--- src/rtl/shifter_seq_pkg.sv ---
// Shared types for the shifter command sequencer.
// Opcodes, FSM states and default argument width.
package shifter_seq_pkg;

  localparam int ARG_WIDTH_DEF = 32;

  typedef enum logic [2:0] {
    OP_NOP       = 3'd0,
    OP_SET_DELAY = 3'd1,
    OP_SET_EVENT = 3'd2,
    OP_SET_POL   = 3'd3,
    OP_PULSE_RST = 3'd4,
    OP_WAIT      = 3'd5,
    OP_RSVD      = 3'd6,
    OP_END       = 3'd7
  } opcode_e;

  typedef enum logic [2:0] {
    S_IDLE = 3'd0,
    S_RUN  = 3'd1,
    S_WAIT = 3'd2,
    S_RST  = 3'd3,
    S_DONE = 3'd4
  } state_e;

endpackage

--- src/rtl/shifter_cmd_fifo.sv ---
// Command FIFO for the shifter sequencer.
// Synchronous, with flush and occupancy output.
module shifter_cmd_fifo #(
  parameter int WIDTH = 35,
  parameter int DEPTH = 16
) (
  input  logic                     clk,
  input  logic                     reset,
  input  logic                     flush,
  input  logic                     push,
  input  logic [WIDTH-1:0]         wdata,
  input  logic                     pop,
  output logic [WIDTH-1:0]         rdata,
  output logic                     empty,
  output logic                     full,
  output logic [$clog2(DEPTH):0]   level
);

  localparam int AW = $clog2(DEPTH);

  logic [WIDTH-1:0] mem [DEPTH];
  logic [AW-1:0]    wr_ptr;
  logic [AW-1:0]    rd_ptr;
  logic [AW:0]      cnt;
  logic             do_push;
  logic             do_pop;

  assign full    = (cnt == (AW+1)'(DEPTH));
  assign empty   = (cnt == '0);
  assign do_push = push && !full;
  assign do_pop  = pop && !empty;
  assign rdata   = mem[rd_ptr];
  assign level   = cnt;

  // Pointer and occupancy bookkeeping; flush empties in one cycle.
  always_ff @(posedge clk) begin
    if (reset || flush) begin
      wr_ptr <= '0;
      rd_ptr <= '0;
      cnt    <= '0;
    end else begin
      if (do_push) wr_ptr <= wr_ptr + AW'(1);
      if (do_pop)  rd_ptr <= rd_ptr + AW'(1);
      cnt <= cnt + (AW+1)'(do_push) - (AW+1)'(do_pop);
    end
  end

  // Storage array write port.
  always_ff @(posedge clk) begin
    if (do_push && !flush && !reset) mem[wr_ptr] <= wdata;
  end

endmodule

--- src/rtl/shifter_cmd_sequencer.sv ---
// Replays queued configuration commands onto a SignalShifter.
// One pop per RUN cycle; strobes appear the cycle after the pop.
module shifter_cmd_sequencer
  import shifter_seq_pkg::*;
#(
  parameter int MAX_DELAY   = 1000000000,
  parameter int DELAY_WIDTH = $clog2(MAX_DELAY),
  parameter int MAX_EVENT   = 10,
  parameter int EVENT_WIDTH = $clog2(MAX_EVENT),
  parameter int FIFO_DEPTH  = 16,
  parameter int ARG_WIDTH   = ARG_WIDTH_DEF
) (
  input  logic                          clk,
  input  logic                          reset,
  input  logic                          cmd_valid,
  input  logic [2:0]                    cmd_opcode,
  input  logic [ARG_WIDTH-1:0]          cmd_arg,
  output logic                          cmd_ready,
  input  logic                          start,
  input  logic                          abort,
  output logic                          busy,
  output logic                          done,
  output logic                          err_sticky,
  output logic [$clog2(FIFO_DEPTH):0]   fifo_level,
  output logic                          shifter_reset,
  output logic [DELAY_WIDTH-1:0]        delay_value,
  output logic                          delay_set,
  output logic [EVENT_WIDTH-1:0]        event_value,
  output logic                          event_set,
  output logic                          event_polarity_set
);

  localparam int FW = 3 + ARG_WIDTH;
  localparam logic [ARG_WIDTH-1:0] MAX_D = ARG_WIDTH'(MAX_DELAY);
  localparam logic [ARG_WIDTH-1:0] MAX_E = ARG_WIDTH'(MAX_EVENT);

  state_e                 state_q, state_d;
  logic [ARG_WIDTH-1:0]   cnt_q, cnt_d;
  logic                   pop;
  logic                   push;
  logic                   f_empty;
  logic                   f_full;
  logic [FW-1:0]          f_data;
  opcode_e                f_op;
  logic [ARG_WIDTH-1:0]   f_arg;

  logic                   busy_d, done_d, err_d, srst_d;
  logic                   dset_d, eset_d, pol_d;
  logic [DELAY_WIDTH-1:0] dval_d;
  logic [EVENT_WIDTH-1:0] eval_d;

  assign cmd_ready = !f_full;
  assign push      = cmd_valid && !f_full && !abort;
  assign f_op      = opcode_e'(f_data[FW-1 -: 3]);
  assign f_arg     = f_data[ARG_WIDTH-1:0];

  shifter_cmd_fifo #(
    .WIDTH (FW),
    .DEPTH (FIFO_DEPTH)
  ) u_fifo (
    .clk   (clk),
    .reset (reset),
    .flush (abort),
    .push  (push),
    .wdata ({cmd_opcode, cmd_arg}),
    .pop   (pop),
    .rdata (f_data),
    .empty (f_empty),
    .full  (f_full),
    .level (fifo_level)
  );

  // Next-state, pop decision and next values of every registered output.
  always_comb begin
    state_d = state_q;
    cnt_d   = cnt_q;
    pop     = 1'b0;
    done_d  = 1'b0;
    srst_d  = 1'b0;
    dset_d  = 1'b0;
    eset_d  = 1'b0;
    pol_d   = 1'b0;
    err_d   = err_sticky;
    dval_d  = delay_value;
    eval_d  = event_value;
    if (abort) begin
      state_d = S_IDLE;
      cnt_d   = '0;
      srst_d  = 1'b1;
    end else begin
      unique case (state_q)
        S_IDLE: begin
          if (start) begin
            state_d = S_RUN;
            err_d   = 1'b0;
          end
        end
        S_RUN: begin
          if (!f_empty) begin
            pop = 1'b1;
            unique case (f_op)
              OP_SET_DELAY: begin
                if (f_arg <= MAX_D) begin
                  dval_d = f_arg[DELAY_WIDTH-1:0];
                  dset_d = 1'b1;
                end else begin
                  err_d = 1'b1;
                end
              end
              OP_SET_EVENT: begin
                if (f_arg <= MAX_E) begin
                  eval_d = f_arg[EVENT_WIDTH-1:0];
                  eset_d = 1'b1;
                end else begin
                  err_d = 1'b1;
                end
              end
              OP_SET_POL: pol_d = 1'b1;
              OP_PULSE_RST: begin
                state_d = S_RST;
                cnt_d   = (f_arg == '0) ? ARG_WIDTH'(1) : f_arg;
                srst_d  = 1'b1;
              end
              OP_WAIT: begin
                if (f_arg != '0) begin
                  state_d = S_WAIT;
                  cnt_d   = f_arg;
                end
              end
              OP_END: begin
                state_d = S_DONE;
                done_d  = 1'b1;
              end
              OP_RSVD: err_d = 1'b1;
              OP_NOP:  ;
            endcase
          end
        end
        S_WAIT: begin
          if (cnt_q <= ARG_WIDTH'(1)) begin
            state_d = S_RUN;
            cnt_d   = '0;
          end else begin
            cnt_d = cnt_q - ARG_WIDTH'(1);
          end
        end
        S_RST: begin
          if (cnt_q <= ARG_WIDTH'(1)) begin
            state_d = S_RUN;
            cnt_d   = '0;
          end else begin
            cnt_d  = cnt_q - ARG_WIDTH'(1);
            srst_d = 1'b1;
          end
        end
        S_DONE: state_d = S_IDLE;
        default: state_d = S_IDLE;
      endcase
    end
    busy_d = (state_d != S_IDLE);
  end

  // State, counter and output registers.
  always_ff @(posedge clk) begin
    if (reset) begin
      state_q            <= S_IDLE;
      cnt_q              <= '0;
      busy               <= 1'b0;
      done               <= 1'b0;
      err_sticky         <= 1'b0;
      shifter_reset      <= 1'b0;
      delay_value        <= '0;
      delay_set          <= 1'b0;
      event_value        <= '0;
      event_set          <= 1'b0;
      event_polarity_set <= 1'b0;
    end else begin
      state_q            <= state_d;
      cnt_q              <= cnt_d;
      busy               <= busy_d;
      done               <= done_d;
      err_sticky         <= err_d;
      shifter_reset      <= srst_d;
      delay_value        <= dval_d;
      delay_set          <= dset_d;
      event_value        <= eval_d;
      event_set          <= eset_d;
      event_polarity_set <= pol_d;
    end
  end

endmodule
--- config.mk ---
export PLATFORM = sky130hd
export DESIGN_NAME = shifter_cmd_sequencer
export DESIGN_NICKNAME = d
export VERILOG_FILES = /design/src/rtl/shifter_seq_pkg.sv /design/src/rtl/shifter_cmd_fifo.sv /design/src/rtl/shifter_cmd_sequencer.sv
export SDC_FILE = /design/constraint.sdc
export NUM_CORES = 1
export LEC_CHECK = 0
export CAP_MARGIN = 20
export CELL_PAD_IN_SITES_DETAIL_PLACEMENT = 1
export CELL_PAD_IN_SITES_GLOBAL_PLACEMENT = 1
export CORE_MARGIN = 2
export CORE_UTILIZATION = 48
export CTS_CLUSTER_DIAMETER = 60
export DETAILED_ROUTE_END_ITERATION = 8
export PLACE_DENSITY = 0.77
export SYNTH_ARGS = -nofsm -noshare
export SYNTH_HDL_FRONTEND = slang
export SYNTH_SLANG_ARGS = --single-unit
--- constraint.sdc ---
create_clock -name clk -period 4.5 [get_ports clk]
set_input_delay 0.9 -clock clk [delete_from_list [all_inputs] [get_ports clk]]
set_output_delay 0.9 -clock clk [all_outputs]
set_load 0.005 [all_outputs]
==> Yosys cells after proc, flatten, opt, wreduce, memory -nomap -nowiden <==
Memory sizes are Yosys's and may differ from the RTL's. A register that Yosys moved wholly into a read port is not among the register bits.
Cells that the tools add are included.
{ "op_classes": {"magnitude_cmp": 3, "n_addsub": 5, "n_mux": 35, "eq_ne": 18, "n_reduce_logical": 27, "n_bitwise": 5} }
{ "ops": {"columns": ["cell", "count"], "rows": [
  ["$mux W32", 4],
  ["$pmux W32 S2", 2],
  ["$le A32 B1 Y1 const B", 1],
  ["$le A32 B30 Y1 const B", 1],
  ["$le A32 B4 Y1 const B", 1],
  ["$logic_not A32 Y1", 1],
  ["$reduce_bool A32 Y1", 1],
  ["$sub A32 B1 Y32 const B", 1],
  ["$pmux W3 S3", 2],
  ["$mux W1", 17],
  ["$mux W3", 5],
  ["$eq A3 B2 Y1 const B", 4],
  ["$eq A3 B3 Y1 const B", 4],
  ["$reduce_and A5 Y1", 2],
  ["$reduce_or A5 Y1", 2],
  ["$ne A3 B3 Y1 const B", 3],
  ["$add A4 B1 Y4 const B", 2],
  ["$mux W4", 2],
  ["$reduce_and A7 Y1", 1],
  ["$eq A3 B1 Y1 const B", 2],
  ["$logic_and A1 B1 Y1", 6],
  ["$add A5 B1 Y5", 1],
  ["$eq A5 B5 Y1 const B", 1],
  ["$logic_not A5 Y1", 1],
  ["15 further kinds", 26]
]} }
{ "totals": {"regBits": 89, "memories": 1, "ramBits": 560, "in_bits": 40} }
{ "memory_table": {"columns": ["memory", "depth", "word_bits", "rd", "rd_clocked_by_memory_dff", "write_ports", "line", "text"], "rows": [
  ["u_fifo.mem", 16, 35, 1, 1, 1, "shifter_cmd_fifo.sv:21", "logic [WIDTH-1:0] mem [DEPTH];"]
]} }

==> Depth between registers and ports, before layout <==
{ "logic_depth": {"word_depth": 9, "ltp_mapped": 15, "ltp_nobuf": 15} }

==> Cells and area by module <==
From an unflattened synthesis, not the netlist that was laid out.
{ "unflattened": {"hier_cells": 1495, "hier_area_um2": 26296.5} }
{ "modules_own_cells": {"columns": ["mod", "cells_per_inst", "seq_area_each_um2", "area_per_inst_um2", "n_inst"], "rows": [
  ["shifter_cmd_fifo", 967, 17156.5, 22162.5, 1],
  ["shifter_cmd_sequencer", 528, 1521.5, 4134.0, 1]
]} }

==> Worst setup path after synthesis <==
Ideal clock, no wire load.
{ "synth_path": {"path_type": "input port to flip-flop", "startpoint": "in reset", "endpoint": "mem u_fifo.mem[3][0] (enable)", "required_ps": 4029, "t_arrival_ps": 4207, "path_slack_ps": -177, "path_buffers": 2, "cell_stages": 6, "cell_sequence": "clkbuf_1 -> or2_2 -> clkbuf_1 -> nor2_1 -> nand2_1 -> nor3_1"} }
{ "synth_between": {"elab_chain_cells": 4} }
{ "synth_lines": {"columns": ["element", "line", "text"], "rows": [
  ["start: declaration", "shifter_cmd_sequencer.sv:14", "input logic reset,"],
  ["$logic_not A1 Y1", "shifter_cmd_fifo.sv:50", "if (do_push && !flush && !reset) mem[wr_ptr] <= wdata;"],
  ["$logic_and A1 B1 Y1", "shifter_cmd_fifo.sv:50", null],
  ["$mux W1", "shifter_cmd_fifo.sv:50", null],
  ["$mux W1 (implied by the code)", "shifter_cmd_fifo.sv:50", null],
  ["end: declaration", "shifter_cmd_fifo.sv:21", null]
]} }
Every way passes these cells.

==> metrics <==
Netlist Area Pre-Place=26500 µm²; period utilisation layout=92.8%; Post-synth ARST share=0%; core box area=54900 µm²; Clock transition at path regs=around 60 ps; min cycle time layout=4180 ps; synthesis-to-layout area growth=17.2%; total global routing track utilization=26.7%; CTS tree=yes; starting density of the core=about half; Setup crit start kind=flop; clock network power share=45.8%; Worst Setup End Kind=flop; vias in the first global route=16.5k; RSZ-0062 raised after global routing=no; CTS Sinks=653; WL final=75000 µm; site row count=86; first-pass GRT wire length=111000 µm; Final HPWL DP=44400 µm; Hold/Removal Path Class=flop to flop; Worst Clk Skew=approximately 27 ps; GR Util met1=between 30% and 40%; DRC violations left=0; critical path fanouts, max=35; maximum clock frequency=239 MHz; fin area=31100 µm²; Worst VDD drop=around 0.00027 V; clock buffer depth=3; dpl cell area=28700 µm²; pwr/cell area=410 nW/µm²; Worst Setup Path Type=flop to flop; global-route met3 utilization=under 10%; final slew viol count=0; syn_area_per_cell=16.9 µm²; outcome=finished clean; CTS Buf Count=68; port bufs=86; Layout Nets=1769; WL per Instance=30.3 µm; sequential element share of the synthesized area=70.5%; grt ovf=0; H-tree depth=3; CTS root buf=clkbuf_16; layout cells sized above 1=between 20% and 30%; drt pass-1 iters=5; number of DRC markers in iteration 0=1600; Post-synth EDFFs=560; worst skew pair latency=620 ps; Die X=239 µm; Final TNS setup=0 ps; sequential share of power=51.7%; Post-DRT Antenna Nets=0; Leak Pwr=9.77 nW; final setup vio count=0; Mapped Cells=1573; Die Y=roughly 240 µm; vias per cell=6.44; GPL Wtd Cong=~0.90; Most Crowded Layer GR=met2; antenna violations before repair=2; Synth Warn #=0; Worst EP required=5040 ps; IO Count=87; die area=57100 µm²; Worst-Margin Slew=1020 ps; Layout fillers=~5k; Final Hold Viols=0; top_reg_cell synth=edfxtp_1; vias=15.9k; met2 GRT Util=43.8%; internal power=0.0101 W; Combinational Power Share=under 10%; switching share of power=20.5%; max-cap viol count=0; largest net degree at the start of global routing=55; Synth Register Bits=653; post-synthesis net count=between 1.5k and 2k; headroom to the max-slew limit=31.8%; sw power=0.00261 W; Crit path arrival time=4710 ps; Cell variety after synth=71
==> metal layers <==
metal | vias up | share of wire (%)
met3 | 181 | 6.7
met5 | - | 0.013
met2 | 729 | 49
met4 | 2 | 3.8
met1 | 8378 | 40
li1 | 6652 | -
==> path summary, 6_finish.rpt <==
check,cells past startpoint,to,slack (ps),startpoint
setup / recovery,11,cnt_q[23],320,flop
hold / removal,2,cnt_q[17],450,cnt_q[17]
setup reg to reg,11,cnt_q[23],320,flop
hold reg to reg,2,cnt_q[17],450,cnt_q[17]
==> cell usage in the layout (no fill, tap or decap), types with 15 or more instances in the layout <==
cell type        netlist  routed
edfxtp_1             560     560
mux4_2               136     136
nand2_1              111     111
nor2_1               106      93
dfxtp_1               93      90
clkdlybuf4s50_1        0      86
clkbuf_16              0      70
buf_4                  6      64
nand3_1               48      48
mux2i_1               35      35
a22oi_1               27      27
o21ai_0               25      25
a21oi_1               26      25
o311ai_0              25      25
nor3_1                26      22
inv_1                 18      18
buf_12                 0      17
a32oi_1               16      16
a22o_1                16      16
a221oi_1              15      15
==> state kept, by name (all words and copies together), names as in the netlist, named ones only <==
signal,flops
event_value,4
delay_value,30
u_fifo.wr_ptr,4
u_fifo.rd_ptr,4
cnt_q,32
event_set,1
delay_set,1
shifter_reset,1
state_q,3
u_fifo.mem,560
busy,1
u_fifo.level,5
event_polarity_set,1
done,1
err_sticky,1
==> metrics by stage <==
step	power [W]	utilization (%)	std cells	hold slack (ps)	setup slack, ps
2_1_floorplan	0.00684	-	1573	423	760
4_1_cts	0.0128	56.6	2473	453	191
3_3_place_gp	0.00701	52.4	2348	434	441
6_report	0.0128	56.6	2475	454	322
5_1_grt	0.0131	56.6	2474	468	107
3_5_place_dp	0.00703	52.4	2348	445	262
==> Yosys cell counts, types with 25 or more instances <==
| cell type | number | share of area (%) |
|---|---|---|
| nand2_1 | 111 | 1.6 |
| nor2_1 | 106 | 1.5 |
| a21oi_1 | 26 | 0.49 |
| a22oi_1 | 27 | 0.76 |
| mux4_2 | 136 | 12 |
| dfxtp_1 | 93 | 7.0 |
| nor3_1 | 26 | 0.49 |
| clkbuf_1 | 58 | 0.82 |
| o311ai_0 | 25 | 0.83 |
| mux2i_1 | 35 | 1.3 |
| nand3_1 | 48 | 0.91 |
| o21ai_0 | 25 | 0.47 |
| edfxtp_1 | 560 | 63 |
==> cell families (layout without fill, tap and decap cells) <==
group / Yosys count / in the layout / synth area share [%]
compound gates: 225 / 225 / 6.43
xor+xnor: 16 / 16 / 0.529
fa+ha+maj: 14 / 14 / 0.689
buf+inv: 118 / 315 / 2.16
flops: 653 / 653 / 70.5
mux: 176 / 176 / 13.1
other cells: 0 / 1 / 0
simple gates: 371 / 371 / 6.64
==> critical path, cell delays in order (launching register included) <==
cell and delay, ps:
dfxtp_4 750, buf_4 410, mux4_2 550, mux2i_1 230, mux2_2 350, nand4_1 230
nor4_2 250, nand4_2 150, o32a_2 590, buf_12 230, a21oi_1 160, a31o_1 140
==> repair_timing <==
item,CTS,global route
resized for setup,0,1
hold buffers,0,0
buffers inserted,0,1
setup endpoints to repair,0,21
==> cell type report <==
class | instances | area [µm²] | share of cell area, %
clock inverter | 42 | 487 | 1.57
inverter | 21 | 78.8 | 0.254
multi-input combinational | 802 | 7410 | 23.8
tap | 704 | 881 | 2.83
antenna | 1 | 2.50 | 0.00805
clock buffer | 83 | 1810 | 5.83
timing repair buffer | 169 | 1720 | 5.54
sequential | 653 | 18700 | 60.1
==> power groups by stage <==
stage / logic, W / registers, W / clock network [W]
4_1_cts: 0.000310 / 0.00659 / 0.00591
3_3_place_gp: 0.000292 / 0.00672 / 0
6_report: 0.000314 / 0.00659 / 0.00585
2_1_floorplan: 0.000122 / 0.00672 / 0
5_1_grt: 0.000336 / 0.00659 / 0.00613
3_5_place_dp: 0.000307 / 0.00672 / 0
No activity file was read; power rests on OpenSTA's default activity.
